## src/rtl/video_fetch.sv

```systemverilog
// video_fetch
//   Fetches character codes from video RAM and their glyph rows from the
//   character ROM over a pipelined Wishbone B4 controller port, then queues
//   the assembled pixel bytes (plus the per-character reverse-video bit) in
//   a small FIFO for the display shifter.
//
//   Optional feature macro: VIDEO_FETCH_TIMEOUT_EN
//     defined   -> an ack that never arrives is replaced by byte 8'h00 after
//                  TIMEOUT_CYCLES cycles and timeout_o is set (sticky)
//     undefined -> the controller waits for ack indefinitely, timeout_o = 0
//
// Ports
//   wb_clock_i      single clock
//   reset_i         synchronous, active-high reset
//   start_i         one-cycle pulse: fetch one FIFO entry using the context below
//   ma_i, ra_i      memory address / row address of the character cell
//   col_80_mode_i   1: 80-column (CHARS_PER_CCLK chars per entry), 0: 40-column
//   graphic_i, chr_option_i  ROM bank selects
//   wb_*            Wishbone B4 pipelined controller (read only)
//   pixels_o        head entry ROM bytes, char 0 in the MSBs
//   reverse_o       head entry bit 7 of each RAM byte, char 0 in the MSB
//   valid_o         FIFO not empty
//   pop_i           consumer removes the head entry
//   overrun_o       sticky: a start_i pulse was dropped
//   timeout_o       sticky: an ack timed out
module video_fetch #(
   parameter int CHARS_PER_CCLK = 2,
   parameter int FIFO_DEPTH     = 4,
   parameter int TIMEOUT_CYCLES = 64,
   parameter int WB_ADDR_WIDTH  = 13,
   parameter int DATA_WIDTH     = 8
) (
   input  logic                        wb_clock_i,
   input  logic                        reset_i,
   input  logic                        start_i,
   input  logic [9:0]                  ma_i,
   input  logic [2:0]                  ra_i,
   input  logic                        col_80_mode_i,
   input  logic                        graphic_i,
   input  logic                        chr_option_i,
   output logic [WB_ADDR_WIDTH-1:0]    wb_addr_o,
   input  logic [DATA_WIDTH-1:0]       wb_data_i,
   output logic                        wb_we_o,
   output logic                        wb_cycle_o,
   output logic                        wb_strobe_o,
   input  logic                        wb_stall_i,
   input  logic                        wb_ack_i,
   output logic [8*CHARS_PER_CCLK-1:0] pixels_o,
   output logic [CHARS_PER_CCLK-1:0]   reverse_o,
   output logic                        valid_o,
   input  logic                        pop_i,
   output logic                        overrun_o,
   output logic                        timeout_o
);

   localparam int PW    = 8 * CHARS_PER_CCLK;
   localparam int PTR_W = (FIFO_DEPTH > 1) ? $clog2(FIFO_DEPTH) : 1;
   localparam int CNT_W = PTR_W + 1;

   typedef enum logic [2:0] {
      S_IDLE,
      S_RAM_REQ,
      S_RAM_ACK,
      S_ROM_REQ,
      S_ROM_ACK,
      S_PUSH
   } state_t;

   state_t state_q, state_d;

   // Latched fetch context
   logic [9:0]  ma_q;
   logic [2:0]  ra_q;
   logic        col80_q;
   logic        graphic_q;
   logic        chr_q;
   logic        k_q;
   logic [6:0]  ram_char_q;
   logic [PW-1:0]             pix_acc_q;
   logic [CHARS_PER_CCLK-1:0] rev_acc_q;

   // FIFO storage
   logic [PW-1:0]             fifo_pix [FIFO_DEPTH];
   logic [CHARS_PER_CCLK-1:0] fifo_rev [FIFO_DEPTH];
   logic [PTR_W-1:0]          wr_ptr_q, rd_ptr_q;
   logic [CNT_W-1:0]          count_q;

   logic overrun_q, timeout_q;

   logic fifo_full, do_pop, do_push, accept, in_ack, ack_event, last_char;
   logic timeout_hit;
   logic [7:0]                ack_byte;
   logic [PW-1:0]             pix_lane;
   logic [CHARS_PER_CCLK-1:0] rev_lane;
   logic [10:0]               vram_index;
   logic [11:0]               vrom_index;

   // Video RAM sits at the bottom of the bus map, the character ROM is
   // selected by bit 12.
   function automatic logic [WB_ADDR_WIDTH-1:0] wb_vram_addr(input logic [10:0] idx);
      return WB_ADDR_WIDTH'(idx);
   endfunction

   function automatic logic [WB_ADDR_WIDTH-1:0] wb_vrom_addr(input logic [11:0] idx);
      return WB_ADDR_WIDTH'({1'b1, idx});
   endfunction

`ifdef VIDEO_FETCH_TIMEOUT_EN
   localparam int TW = $clog2(TIMEOUT_CYCLES + 1);
   logic [TW-1:0] timer_q;

   assign timeout_hit = in_ack && (timer_q == TW'(TIMEOUT_CYCLES));

   // Counts cycles spent waiting for ack; cleared whenever the wait ends.
   always_ff @(posedge wb_clock_i) begin
      if (reset_i || !in_ack || ack_event) begin
         timer_q <= '0;
      end else begin
         timer_q <= timer_q + 1'b1;
      end
   end
`else
   logic unused_timeout_cfg;
   assign unused_timeout_cfg = (TIMEOUT_CYCLES > 0);
   assign timeout_hit        = 1'b0;
`endif

   assign fifo_full = (count_q == CNT_W'(FIFO_DEPTH));
   assign do_pop    = pop_i && (count_q != '0);
   assign do_push   = (state_q == S_PUSH);
   // A slot being popped this cycle counts as free for the incoming request.
   assign accept    = (state_q == S_IDLE) && start_i && (!fifo_full || do_pop);
   assign in_ack    = (state_q == S_RAM_ACK) || (state_q == S_ROM_ACK);
   assign ack_event = in_ack && (wb_ack_i || timeout_hit);
   assign ack_byte  = wb_ack_i ? wb_data_i[7:0] : 8'h00;
   // 40-column entries carry a single character in lane 0.
   assign last_char = col80_q ? (k_q == 1'(CHARS_PER_CCLK - 1)) : 1'b1;

   assign vram_index = col80_q ? {ma_q, k_q} : {1'b0, ma_q};
   assign vrom_index = {chr_q, graphic_q, ram_char_q, ra_q};

   // Place the incoming byte/bit into lane k, counting lanes from the MSB.
   assign pix_lane = (PW'(ack_byte) << (PW - 8)) >> {k_q, 3'b000};
   assign rev_lane = (CHARS_PER_CCLK'(ack_byte[7]) << (CHARS_PER_CCLK - 1)) >> k_q;

   // Next-state and bus outputs. Address is only driven in request states;
   // it is derived from registered context so it stays put while stalled.
   always_comb begin
      state_d     = state_q;
      wb_cycle_o  = 1'b0;
      wb_strobe_o = 1'b0;
      wb_addr_o   = '0;
      case (state_q)
         S_IDLE: begin
            if (accept) state_d = S_RAM_REQ;
         end
         S_RAM_REQ: begin
            wb_cycle_o  = 1'b1;
            wb_strobe_o = 1'b1;
            wb_addr_o   = wb_vram_addr(vram_index);
            if (!wb_stall_i) state_d = S_RAM_ACK;
         end
         S_RAM_ACK: begin
            wb_cycle_o = !timeout_hit;
            if (ack_event) state_d = S_ROM_REQ;
         end
         S_ROM_REQ: begin
            wb_cycle_o  = 1'b1;
            wb_strobe_o = 1'b1;
            wb_addr_o   = wb_vrom_addr(vrom_index);
            if (!wb_stall_i) state_d = S_ROM_ACK;
         end
         S_ROM_ACK: begin
            wb_cycle_o = !timeout_hit;
            if (ack_event) state_d = last_char ? S_PUSH : S_RAM_REQ;
         end
         S_PUSH: begin
            state_d = S_IDLE;
         end
         default: state_d = S_IDLE;
      endcase
   end

   // State, context capture, entry assembly, FIFO bookkeeping and sticky flags.
   always_ff @(posedge wb_clock_i) begin
      if (reset_i) begin
         state_q    <= S_IDLE;
         ma_q       <= '0;
         ra_q       <= '0;
         col80_q    <= 1'b0;
         graphic_q  <= 1'b0;
         chr_q      <= 1'b0;
         k_q        <= 1'b0;
         ram_char_q <= '0;
         pix_acc_q  <= '0;
         rev_acc_q  <= '0;
         wr_ptr_q   <= '0;
         rd_ptr_q   <= '0;
         count_q    <= '0;
         overrun_q  <= 1'b0;
         timeout_q  <= 1'b0;
      end else begin
         state_q <= state_d;

         if (start_i && !accept) overrun_q <= 1'b1;
         if (timeout_hit && !wb_ack_i) timeout_q <= 1'b1;

         if (accept) begin
            ma_q      <= ma_i;
            ra_q      <= ra_i;
            col80_q   <= col_80_mode_i;
            graphic_q <= graphic_i;
            chr_q     <= chr_option_i;
            k_q       <= 1'b0;
            pix_acc_q <= '0;
            rev_acc_q <= '0;
         end

         if ((state_q == S_RAM_ACK) && ack_event) begin
            ram_char_q <= ack_byte[6:0];
            rev_acc_q  <= rev_acc_q | rev_lane;
         end

         if ((state_q == S_ROM_ACK) && ack_event) begin
            pix_acc_q <= pix_acc_q | pix_lane;
            if (!last_char) k_q <= k_q + 1'b1;
         end

         if (do_push) begin
            fifo_pix[wr_ptr_q] <= pix_acc_q;
            fifo_rev[wr_ptr_q] <= rev_acc_q;
            wr_ptr_q           <= wr_ptr_q + 1'b1;
         end

         if (do_pop) rd_ptr_q <= rd_ptr_q + 1'b1;

         case ({do_push, do_pop})
            2'b10:   count_q <= count_q + 1'b1;
            2'b01:   count_q <= count_q - 1'b1;
            default: count_q <= count_q;
         endcase
      end
   end

   assign wb_we_o   = 1'b0;
   assign valid_o   = (count_q != '0);
   assign pixels_o  = valid_o ? fifo_pix[rd_ptr_q] : '0;
   assign reverse_o = valid_o ? fifo_rev[rd_ptr_q] : '0;
   assign overrun_o = overrun_q;
   assign timeout_o = timeout_q;

endmodule

```

## config.mk

```make
export PLATFORM = sky130hd
export DESIGN_NAME = video_fetch
export DESIGN_NICKNAME = d
export VERILOG_FILES = /design/src/rtl/video_fetch.sv
export SDC_FILE = /design/constraint.sdc
export NUM_CORES = 1
export LEC_CHECK = 0
export BUFFER_PORTS_ARGS = -buffer_cell sky130_fd_sc_hd__buf_4
export CORE_ASPECT_RATIO = 0.7
export CORE_UTILIZATION = 45
export DETAILED_ROUTE_END_ITERATION = 10
export PLACE_DENSITY_LB_ADDON = 0.3
export SKIP_LAST_GASP = 1
export SYNTH_ARGS = -nofsm -noshare
export SYNTH_HDL_FRONTEND = slang
export SYNTH_SLANG_ARGS = --single-unit
```

## constraint.sdc

```tcl
create_clock -name wb_clock_i -period 2.25 [get_ports wb_clock_i]
set_clock_uncertainty 0.05 [all_clocks]
set_input_delay 0.45 -clock wb_clock_i [delete_from_list [all_inputs] [get_ports wb_clock_i]]
set_output_delay 0.45 -clock wb_clock_i [all_outputs]
set_load 0.01 [all_outputs]
```

==> results by group, run 1 <==
Clock network
  – Clock root cell: clkbuf_16
  – H-tree levels: 4
  – CTS max path bufs: 2
  – Total clock sinks: 127
  – # hold bufs at CTS: 0
  – CTS tree: yes
  – Worst-Skew Late Latency: slightly above 0.4 ns
  – CTS buffer count: 17
  – Worst-path clk slew: roughly 0.05 ns

Placement
  – RePlAce Congestion: between 0.7 and 0.8
  – Port bufs: 64
  – Pre-CTS WS: approximately 0.19 ns
  – Detailed Place HPWL: between 6000 and 7000 microns

Floorplanning
  – Initial Util: 0.473
  – DIE AREA: ~12,000 sq um
  – Die W: about 130 microns
  – Die Y: 93.0 microns
  – # IOs: 67
  – Core Box Area: about 11,000 sq um
  – Cell Rows: 32

Min path
  – WHS Path Cells: 3
  – Hold path start: ra_i[1]
  – Hold crit path type: input port to register

Logic synthesis
  – Post-Synth Simple-Gate Area: 0.134
  – Library cells used by synthesis: between 40 and 50
  – Post-Syn Area: ~5300 sq um
  – Synthesis-stage register bit count: between 100 and 150
  – Largest family of logic cells by synthesized area: multiplexers
  – Synth async-reset ratio: 0
  – Syn_area_per_cell: ~13 sq um
  – Ys Warns: 0
  – EDFF count, synth: 72
  – Top post-synthesis cells by area: edfxtp_1, dfxtp_1, mux4_2
  – Sequential-to-total area share from yosys stat: 0.613
  – Complex-gate fraction of the synthesized area: 0.0508
  – Xor and xnor area share after synthesis: 0.0115
  – Adder-Cell Fraction of Synth Area: 0.0155
  – Mux cell area share after synthesis: 0.140
  – Yosys top cell by area: edfxtp_1
  – Mapped Cells: 395
  – Top cell type's share of synthesized area: 0.406
  – Ys flop type: edfxtp_1

Timing
  – Part of the cycle the worst path needs: 1.03
  – RSZ-0062 raised after global routing: yes
  – Final WS setup: -0.0701 ns
  – Max Slew Vio Count: 0
  – Max Fclk: 431 MHz
  – Hold Violations, Final: 0
  – Final worst path period need: roughly 2.3 ns
  – Worst-margin pin slew: a little under 0.6 ns
  – Endpoints failing setup: 15
  – Final Hold Slack: approximately 0.26 ns
  – Slew margin rel.: 0.603

Routing
  – First DRT Iteration DRCs: about 250
  – WL met1: 5190 microns
  – Post-route DRC: 0
  – Final Routed Wirelength: roughly 11,000 microns
  – Vias/cell: about 5.2
  – Metal3 WL: approximately 720 microns
  – Met2 wire length: 4990 microns
  – Max layer used: met4
  – Antenna-violating nets left: 0
  – Routed len/inst: approximately 17 microns
  – DR pass1 iterations: 4
  – Via count: between 3,000 and 4,000

Global routing
  – Initial antenna violation count: 0
  – Overall Global Routing Usage: 0.193
  – First-pass GRT wire length: between 15,000 and 20,000 microns
  – Gr ovfl total: 0
  – Vias in the first global route: roughly 3,300
  – Largest net degree at the start of global routing: 40

Power and ir drop
  – Clock share of power: 0.483
  – Sw Ratio: 0.200
  – Pleak: roughly 2.5 nW
  – Flop pwr share: 0.461
  – Pwr dens: around 800 nW/um^2
  – Switching pwr: about 1.1 mW
  – Overall power: between 5 and 6 mW
  – Logic pwr share: 0.056
  – Internal: 4.34 mW
  – Maximum VDD drop: about 0.62 mV

Final layout
  – Util after Layout: 0.594
  – ANT cells: 0
  – # nets final: 504
  – Commonest non-fill, non-tap cell in the layout: edfxtp_1
  – Layout cell share with drive strength beyond 1: 0.289
  – Most frequent cells in the layout: edfxtp_1, buf_4, dfxtp_1
  – Syn-to-layout area delta: 25.6%

Status
  – Failing checks: setup timing
  – Outcome: finished with violations

Critical path
  – Worst EP arrival: ~1.8 ns
  – CP Launch Type: register
  – Crit path max fanout: 5
  – R2R Path Start: count_q[0]
  – Critical path class: register to primary output
  – Reg2reg path depth: 8
  – Critical Path RT: around 1.8 ns
  – Setup crit end kind: primary output

Flow run
  – Max Cap Viol: 0
-- per-stage QoR --
stage	setup TNS, ns	cells	area [sq um]
after global placement	0	599	5960
final	-0.436	634	6680
after global routing	-1.65	634	6680
after CTS	-0.956	633	6650
after detailed placement	0	599	5960
after floorplan	0	396	5320
-- metal layers --
layer  vias up  global-route usage
met3         9              0.0526
met1      1633               0.267
met4         0              0.0620
met2        90               0.296
li1       1570                   -
met5         -                   0
-- area by class of cell --
type,count,area [sq um]
Inverter,9,33.8
Sequential cell,127,3270
Clock inverter,3,15.0
Clock buffer,29,574
Timing Repair Buffer,78,668
Tap cell,153,191
Multi-Input combinational cell,235,1930
Fill cell,908,4570
-- what timing repair did --
item                       4_1_cts  5_1_grt
setup endpoints to repair       29       26
hold endpoints to repair         0        0
resized for setup               17        7
cloned                           2        1
setup buffers                    0        0
-- critical path, cell delays in order (launching register included) --
cell and delay (ns):
dfxtp_4 0.42, buf_12 0.15, mux4_2 0.53, and2b_1 0.19, buf_6 0.12
-- power by group through the flow --
stage / Combinational [mW] / Sequential, mW / Clock, mW
after global placement: 0.292 / 2.54 / 0
after floorplan: 0.205 / 2.53 / 0
after detailed placement: 0.300 / 2.55 / 0
after CTS: 0.305 / 2.50 / 2.65
after global routing: 0.333 / 2.50 / 2.75
final: 0.304 / 2.50 / 2.62
-- synthesized netlist by cell type (2+ instances only) --
master and count:
ha_1 5, and2_1 6, and4bb_2 2, a21oi_1 6
buf_6 2, and2b_1 10, nor2b_1 10, edfxtp_1 72
nand2_1 15, inv_1 9, xnor2_1 3, buf_4 3
buf_1 3, xor2_1 4, dfxtp_1 55, o21ai_0 14
buf_2 4, nor2_1 35, mux2i_1 34, a31oi_1 18
mux4_2 18, nand2b_1 35, nor3_1 2, clkbuf_1 12
-- sequential cells by signal, summed over array words and instances (netlist names), named ones only --
register and cells:
fifo_pix 64, pix_acc_q 16, ma_q 10, fifo_rev 8, ram_char_q 7, count_q 3
ra_q 3, state_q 3, rd_ptr_q 2, rev_acc_q 2, wr_ptr_q 2, chr_q 1
col80_q 1, graphic_q 1, k_q 1, overrun_o 1
-- worst paths after layout --
check	end	slack, ns
worst max-delay path	pixels_o[2]	-0.07
worst max register to register	count_q[2]	0.20
worst min-delay path	ra_q[1]	0.26
worst min register to register	graphic_q	0.42
-- cells by family after synthesis --
group                    Yosys count
flip-flops                       127
AND/OR/NAND/NOR                  123
multiplexers                      52
AO/OA/AOI/OAI                     44
buffers and inverters             35
XOR/XNOR                           7
adder cells (fa/ha/maj)            6
other                              1
Power figures use the tool's default switching activity.
==> run 2, diff against run 1 <==
==> constraint.sdc (replaced) <==
create_clock -name wb_clock_i -period 2.25 [get_ports wb_clock_i]
set_clock_uncertainty 0.05 [all_clocks]
set_input_delay 0.3375 -clock wb_clock_i [delete_from_list [all_inputs] [get_ports wb_clock_i]]
set_output_delay 0.3375 -clock wb_clock_i [all_outputs]
set_load 0.01 [all_outputs]
==> results by group, run 2 (synthesis gave the netlist of run 1 again) <==
Status
  – Outcome: finished clean

Final layout
  – Syn-to-layout area delta: 23.5%
  – Util after Layout: 0.584 (-0.00990)
  – ANT cells: 0 (unchanged)
  – # nets final: 501 (-0.60%)
  – Most frequent cells in the layout: buf_4, edfxtp_1, dfxtp_1
  – Number of flip-flops in the largest register: 64 (unchanged)
  – Commonest non-fill, non-tap cell in the layout: buf_4
  – Top flop regs: fifo_pix: 64 flops, pix_acc_q: 16 flops, ma_q: 10 flops
  – Layout cell share with drive strength beyond 1: 0.276 (-0.0128)
  – Register name with the most flops: fifo_pix

Routing
  – Final Routed Wirelength: 10,900 microns (-1.4%)
  – First DRT Iteration DRCs: 312 (+23%)
  – Via count: 3,255 (-1.4%)
  – Routed len/inst: 17.2 microns (-0.96%)
  – Post-route DRC: 0 (unchanged)
  – Vias/cell: 5.16 (-0.95%)
  – DR pass1 iterations: 5 (+1)
  – Antenna-violating nets left: 0 (unchanged)

Critical path
  – CP Capture Point: pixels_o[2]
  – CP Launch Type: register
  – Reg-to-reg endpoint: count_q[2]
  – Reg2reg path depth: 8 (unchanged)
  – Critical Path RT: 1.86 ns (+0.11 ns)
  – Setup crit end kind: primary output
  – Critical path class: register to primary output
  – Worst EP arrival: 1.78 ns (-0.04 ns)
  – R2R Path Start: count_q[0]
  – Crit path max fanout: 9 (+4)
  – R2r setup slk: 0.17 ns (-0.03 ns)

Clock network
  – Worst-Skew Late Latency: 0.41 ns (about the same)
  – H-tree levels: 4 (unchanged)
  – Post-CTS Setup Bufs: 0 (unchanged)
  – Total clock sinks: 127 (unchanged)
  – # hold bufs at CTS: 0 (unchanged)
  – Worst-path clk slew: 0.05 ns (about the same)
  – CTS tree: yes
  – CTS buffer count: 17 (unchanged)
  – Clock root cell: clkbuf_16
  – CTS max path bufs: 2 (unchanged)

Floorplanning
  – Core Box Area: 11,300 sq um (unchanged)
  – # IOs: 67 (unchanged)
  – Die W: 132 microns (unchanged)
  – Die Y: 93.0 microns (unchanged)
  – Cell Rows: 32 (unchanged)
  – DIE AREA: 12,300 sq um (unchanged)
  – Initial Util: 0.473 (unchanged)

Placement
  – Detailed Place HPWL: 6760 microns (-2.7%)
  – Port bufs: 64 (unchanged)
  – RePlAce Congestion: 0.764 (-2.8%)

Global routing
  – Overall Global Routing Usage: 0.194 (+0.00117)
  – Vias in the first global route: 3,360 (+0.84%)
  – Gr ovfl total: 0 (unchanged)
  – First-pass GRT wire length: 17,800 microns (+1.1%)
  – Largest net degree at the start of global routing: 55 (+38%)
  – Initial antenna violation count: 0 (unchanged)

Power and ir drop
  – Pleak: 2.50 nW (-1.5%)
  – Pwr dens: 830 nW/um^2 (+2.3%)
  – Maximum VDD drop: 0.582 mV (-6.7%)
  – Overall power: 5.45 mW (+0.59%)

Timing
  – Max Fclk: 461 MHz (+7.0%)
  – Setup TNS: 0 ns (+0.436 ns)
  – Part of the cycle the worst path needs: 0.964 (-0.0672)
  – Endpoints failing setup: 0 (-15)
  – Max Slew Vio Count: 0 (unchanged)
  – Slew margin rel.: 0.592 (-0.0105)
  – RSZ-0062 raised after global routing: yes
  – Final worst path period need: 2.17 ns (-0.151 ns)
  – Worst-margin pin slew: 0.609 ns (+0.0157 ns)
  – Hold Violations, Final: 0 (unchanged)

Min path
  – Hold crit path type: input port to register

Flow run
  – Max Cap Viol: 0 (unchanged)
run 2: cell types whose count changed in the layout (fill, tap and decap cells not counted):
| cell | before | now |
|---|---|---|
| nor2b_4 | 4 | 0 |
| buf_16 | 2 | 0 |
| bufinv_16 | 0 | 1 |
| and3b_2 | 1 | 0 |
| buf_4 | 67 | 74 |
| nor2b_1 | 5 | 9 |
| clkbuf_8 | 4 | 3 |
| clkinv_2 | 3 | 4 |
| buf_6 | 8 | 0 |
run 2: routing by layer:
metal	global-route usage	part of all wire	vias up	routed length, microns
li1	-	-	1555	-
met1	0.262	0.48	1602	5190
met2	0.299	0.46	91	4960
met3	0.0575	0.058	7	631
met4	0.0698	0.0064	0	69
met5	0	0	-	0
run 2: power breakdown:
group | switching (mW) | internal (mW) | leakage (nW)
Combinational | 0.154 | 0.148 | 1.00
Sequential | 0.0302 | 2.47 | 1.20
Clock | 0.922 | 1.73 | 0.291
run 2: cell type report:
type / instances / area (sq um)
Clock buffer: 27 / 536
Inverter: 9 / 33.8
Timing Repair Buffer: 76 / 601
Tap cell: 153 / 191
Clock inverter: 5 / 50.0
Multi-Input combinational cell: 234 / 1890
Sequential cell: 127 / 3270
Fill cell: 908 / 4680
run 2: what timing repair did:
| item | in CTS | in global routing |
|---|---|---|
| gates resized for setup | 2 | 3 |
| pin swaps | 0 | 0 |
| cloned | 0 | 1 |
| setup endpoints to repair | 11 | 17 |
run 2: critical path, stage by stage, from the launching register on:
cell,delay (ns)
dfxtp_4,0.38
buf_12,0.15
mux4_2,0.52
and2b_1,0.18
buf_4,0.14
run 2: how the worst min path moves through the flow:
stage	from	end	slack [ns]	cells after the start
6_report	wb_data_i[1]	ram_char_q[1]	0.15	3
5_1_grt	ra_i[1]	ra_q[1]	0.14	3
4_1_cts	wb_data_i[1]	ram_char_q[1]	0.13	3
3_5_place_dp	overrun_o	overrun_o	0.41	2
3_3_place_gp	overrun_o	overrun_o	0.40	2
2_1_floorplan	chr_q	chr_q	0.39	2
run 2: through the flow:
stage / cells / hold slack (ns) / worst slack (ns) / instance area (sq um)
3_5_place_dp: 598 / 0.410 / 0.198 / 5950
3_3_place_gp: 598 / 0.402 / 0.298 / 5950
4_1_cts: 630 / 0.132 / -0.00193 / 6540
6_report: 631 / 0.149 / 0.0811 / 6570
2_1_floorplan: 396 / 0.394 / 0.113 / 5320
5_1_grt: 631 / 0.142 / -0.00749 / 6570
==> run 3, diff against run 2 <==
--- a/config.mk
+++ b/config.mk
@@ -7,5 +7,4 @@
 export LEC_CHECK = 0
 export BUFFER_PORTS_ARGS = -buffer_cell sky130_fd_sc_hd__buf_4
-export CORE_ASPECT_RATIO = 0.7
 export CORE_UTILIZATION = 45
 export DETAILED_ROUTE_END_ITERATION = 10
==> constraint.sdc (replaced) <==
create_clock -name wb_clock_i -period 2.25 [get_ports wb_clock_i]
set_clock_uncertainty 0.05 [all_clocks]
set_input_delay 0.45 -clock wb_clock_i [delete_from_list [all_inputs] [get_ports wb_clock_i]]
set_output_delay 0.45 -clock wb_clock_i [all_outputs]
set_load 0.01 [all_outputs]
==> results by group, run 3 (synthesis gave the netlist of run 1 again) <==
Status
  – Outcome: finished with violations
  – Failing checks: setup timing

Global routing
  – Vias in the first global route: 3,291 (-2.1%)
  – First-pass GRT wire length: 16,700 microns (-6.0%)
  – Initial antenna violation count: 0 (unchanged)
  – Largest net degree at the start of global routing: 44 (-20%)
  – Gr ovfl total: 0 (unchanged)
  – Overall Global Routing Usage: 0.177 (-0.0170)

Final layout
  – Register name with the most flops: fifo_pix
  – Commonest non-fill, non-tap cell in the layout: edfxtp_1
  – Top flop regs: fifo_pix: 64 flops, pix_acc_q: 16 flops, ma_q: 10 flops
  – # nets final: 506 (+1.0%)
  – Non-Filler Instances: 626 (-0.79%)
  – Syn-to-layout area delta: 26.7%
  – ANT cells: 0 (unchanged)
  – Layout cell share with drive strength beyond 1: 0.294 (+0.0178)
  – FILL cells: 895 (-1.4%)
  – Most frequent cells in the layout: edfxtp_1, buf_4, dfxtp_1
  – Number of flip-flops in the largest register: 64 (unchanged)

Clock network
  – Clock root cell: clkbuf_16
  – CTS buffer count: 17 (unchanged)
  – H-tree levels: 4 (unchanged)
  – CTS tree: yes
  – # hold bufs at CTS: 0 (unchanged)
  – Total clock sinks: 127 (unchanged)
  – Worst-Skew Late Latency: 0.40 ns (about the same)
  – Worst-path clk slew: 0.05 ns (about the same)
  – CTS max path bufs: 2 (unchanged)

Routing
  – Post-route DRC: 0 (unchanged)
  – First DRT Iteration DRCs: 230 (-26%)
  – DR pass1 iterations: 4 (-1)
  – Antenna-violating nets left: 0 (unchanged)
  – Via count: 3,248 (-0.22%)
  – Vias/cell: 5.19 (+0.58%)
  – Routed len/inst: 16.9 microns (-2.0%)
  – Final Routed Wirelength: 10,600 microns (-2.7%)

Critical path
  – CP max stage delay: 0.51 ns (about the same)
  – Bufs and invs on worst path: 2 (unchanged)
  – Critical Path RT: 1.75 ns (-0.11 ns)
  – Critical path, cell by cell: clkbuf_16 -> mux4_2 -> nor2b_4 -> buf_6
  – Worst EP arrival: 1.80 ns (+0.02 ns)
  – Critical path class: register to primary output
  – Delay-heaviest family, CP: multiplexers
  – Reg2reg path depth: 8 (unchanged)
  – R2R Path Start: count_q[1]
  – Reg-to-reg endpoint: count_q[2]
  – Setup crit end kind: primary output
  – R2r setup slk: 0.19 ns (+0.02 ns)
  – CP max-delay cell: mux4_2
  – Crit path max fanout: 4 (-5)
  – CP Launch Type: register

Placement
  – Detailed Place HPWL: 6630 microns (-1.9%)
  – RePlAce Congestion: 0.712 (-6.8%)
  – Pre-CTS WS: 0.134 ns (-0.0640 ns)
  – Port bufs: 64 (unchanged)
  – Dpl cells: 591 (-1.2%)

Timing
  – RSZ-0062 raised after global routing: yes
  – Max Fclk: 435 MHz (-5.5%)
  – Part of the cycle the worst path needs: 1.02 (+0.0566)
  – Final worst path period need: 2.30 ns (+0.127 ns)
  – Worst-margin pin slew: 0.608 ns (-0.00123 ns)
  – Endpoints failing setup: 17 (+17)
  – Slew margin rel.: 0.593 (+0.000825)
  – Hold Violations, Final: 0 (unchanged)
  – Final WS setup: -0.0463 ns (-0.127 ns)
  – Max Slew Vio Count: 0 (unchanged)

Floorplanning
  – Core Box Area: 11,500 sq um (+1.9%)
  – # IOs: 67 (unchanged)
  – Cell Rows: 39 (+22%)
  – Initial Util: 0.464 (-0.00893)
  – Die W: 111 microns (-16%)
  – DIE AREA: 12,300 sq um (about the same)
  – Die Y: 111 microns (+19%)

Min path
  – WHS Path Cells: 2 (-1)
  – Hold path start: reset_i
  – Hold crit path type: input port to register
  – Worst Hold End: state_q[2]

Power and ir drop
  – Overall power: 5.43 mW (-0.47%)
  – Pleak: 2.55 nW (+2.2%)
  – Pwr dens: 805 nW/um^2 (-3.0%)
  – Maximum VDD drop: 0.632 mV (+8.6%)

Flow run
  – Max Cap Viol: 0 (unchanged)
-- run 3: cell types whose count changed in the layout (fill, tap and decap cells not counted), moves of 2 or more --
cell       before  now
buf_6           0   17
buf_4          74   59
nor2b_1         9    2
nor2b_4         0    7
clkbuf_8        3    0
bufinv_16       1    3
clkinv_1        0    2
-- run 3: final cells by class --
cell class | count | area (sq um) | area share
clock buffer | 23 | 448 | 0.0664
clock inverter | 9 | 118 | 0.0174
inverter | 9 | 33.8 | 0.00501
multi-input combinational | 234 | 1940 | 0.288
sequential | 127 | 3270 | 0.485
tap | 143 | 179 | 0.0265
timing repair buffer | 81 | 752 | 0.112
-- run 3: worst max path at each step --
| stage | to | slack (ns) | cells after the start |
|---|---|---|---|
| global placement | count_q[2] | 0.25 | 9 |
| finish | pixels_o[14] | -0.05 | 4 |
| floorplan | count_q[2] | 0.11 | 8 |
| CTS | pixels_o[1] | -0.07 | 4 |
| detailed placement | count_q[2] | 0.13 | 9 |
| global route | pixels_o[1] | -0.1 | 4 |
-- run 3: per-stage QoR --
| stage | util | cell area [sq um] | hold slack [ns] | setup TNS [ns] |
|---|---|---|---|---|
| floorplan | - | 5320 | 0.394 | 0 |
| global placement | 0.521 | 5970 | 0.399 | 0 |
| detailed placement | 0.521 | 5970 | 0.404 | 0 |
| CTS | 0.573 | 6570 | 0.238 | -0.511 |
| global route | 0.588 | 6740 | 0.248 | -1.52 |
| finish | 0.588 | 6740 | 0.253 | -0.414 |
-- run 3: power by group --
part           leakage, nW  internal, mW  total [mW]  switching (mW)
clock network        0.278          1.72        2.62           0.900
registers             1.20          2.47        2.50          0.0287
logic                 1.07         0.155       0.309           0.154
total                 2.55          4.35        5.43            1.08
-- run 3: metal layers --
| metal | part of all wire | up-vias | track usage |
|---|---|---|---|
| met1 | 0.45 | 1573 | 0.230 |
| met5 | 0 | - | 0 |
| li1 | - | 1575 | - |
| met2 | 0.49 | 89 | 0.287 |
| met4 | 0.012 | 0 | 0.0711 |
| met3 | 0.048 | 11 | 0.0421 |
-- run 3: timing repair --
item / 4_1_cts / 5_1_grt
setup endpoints to repair: 28 / 27
gates cloned: 1 / 2
setup buffers: 0 / 0
resized for setup: 5 / 31
pin swaps: 0 / 0
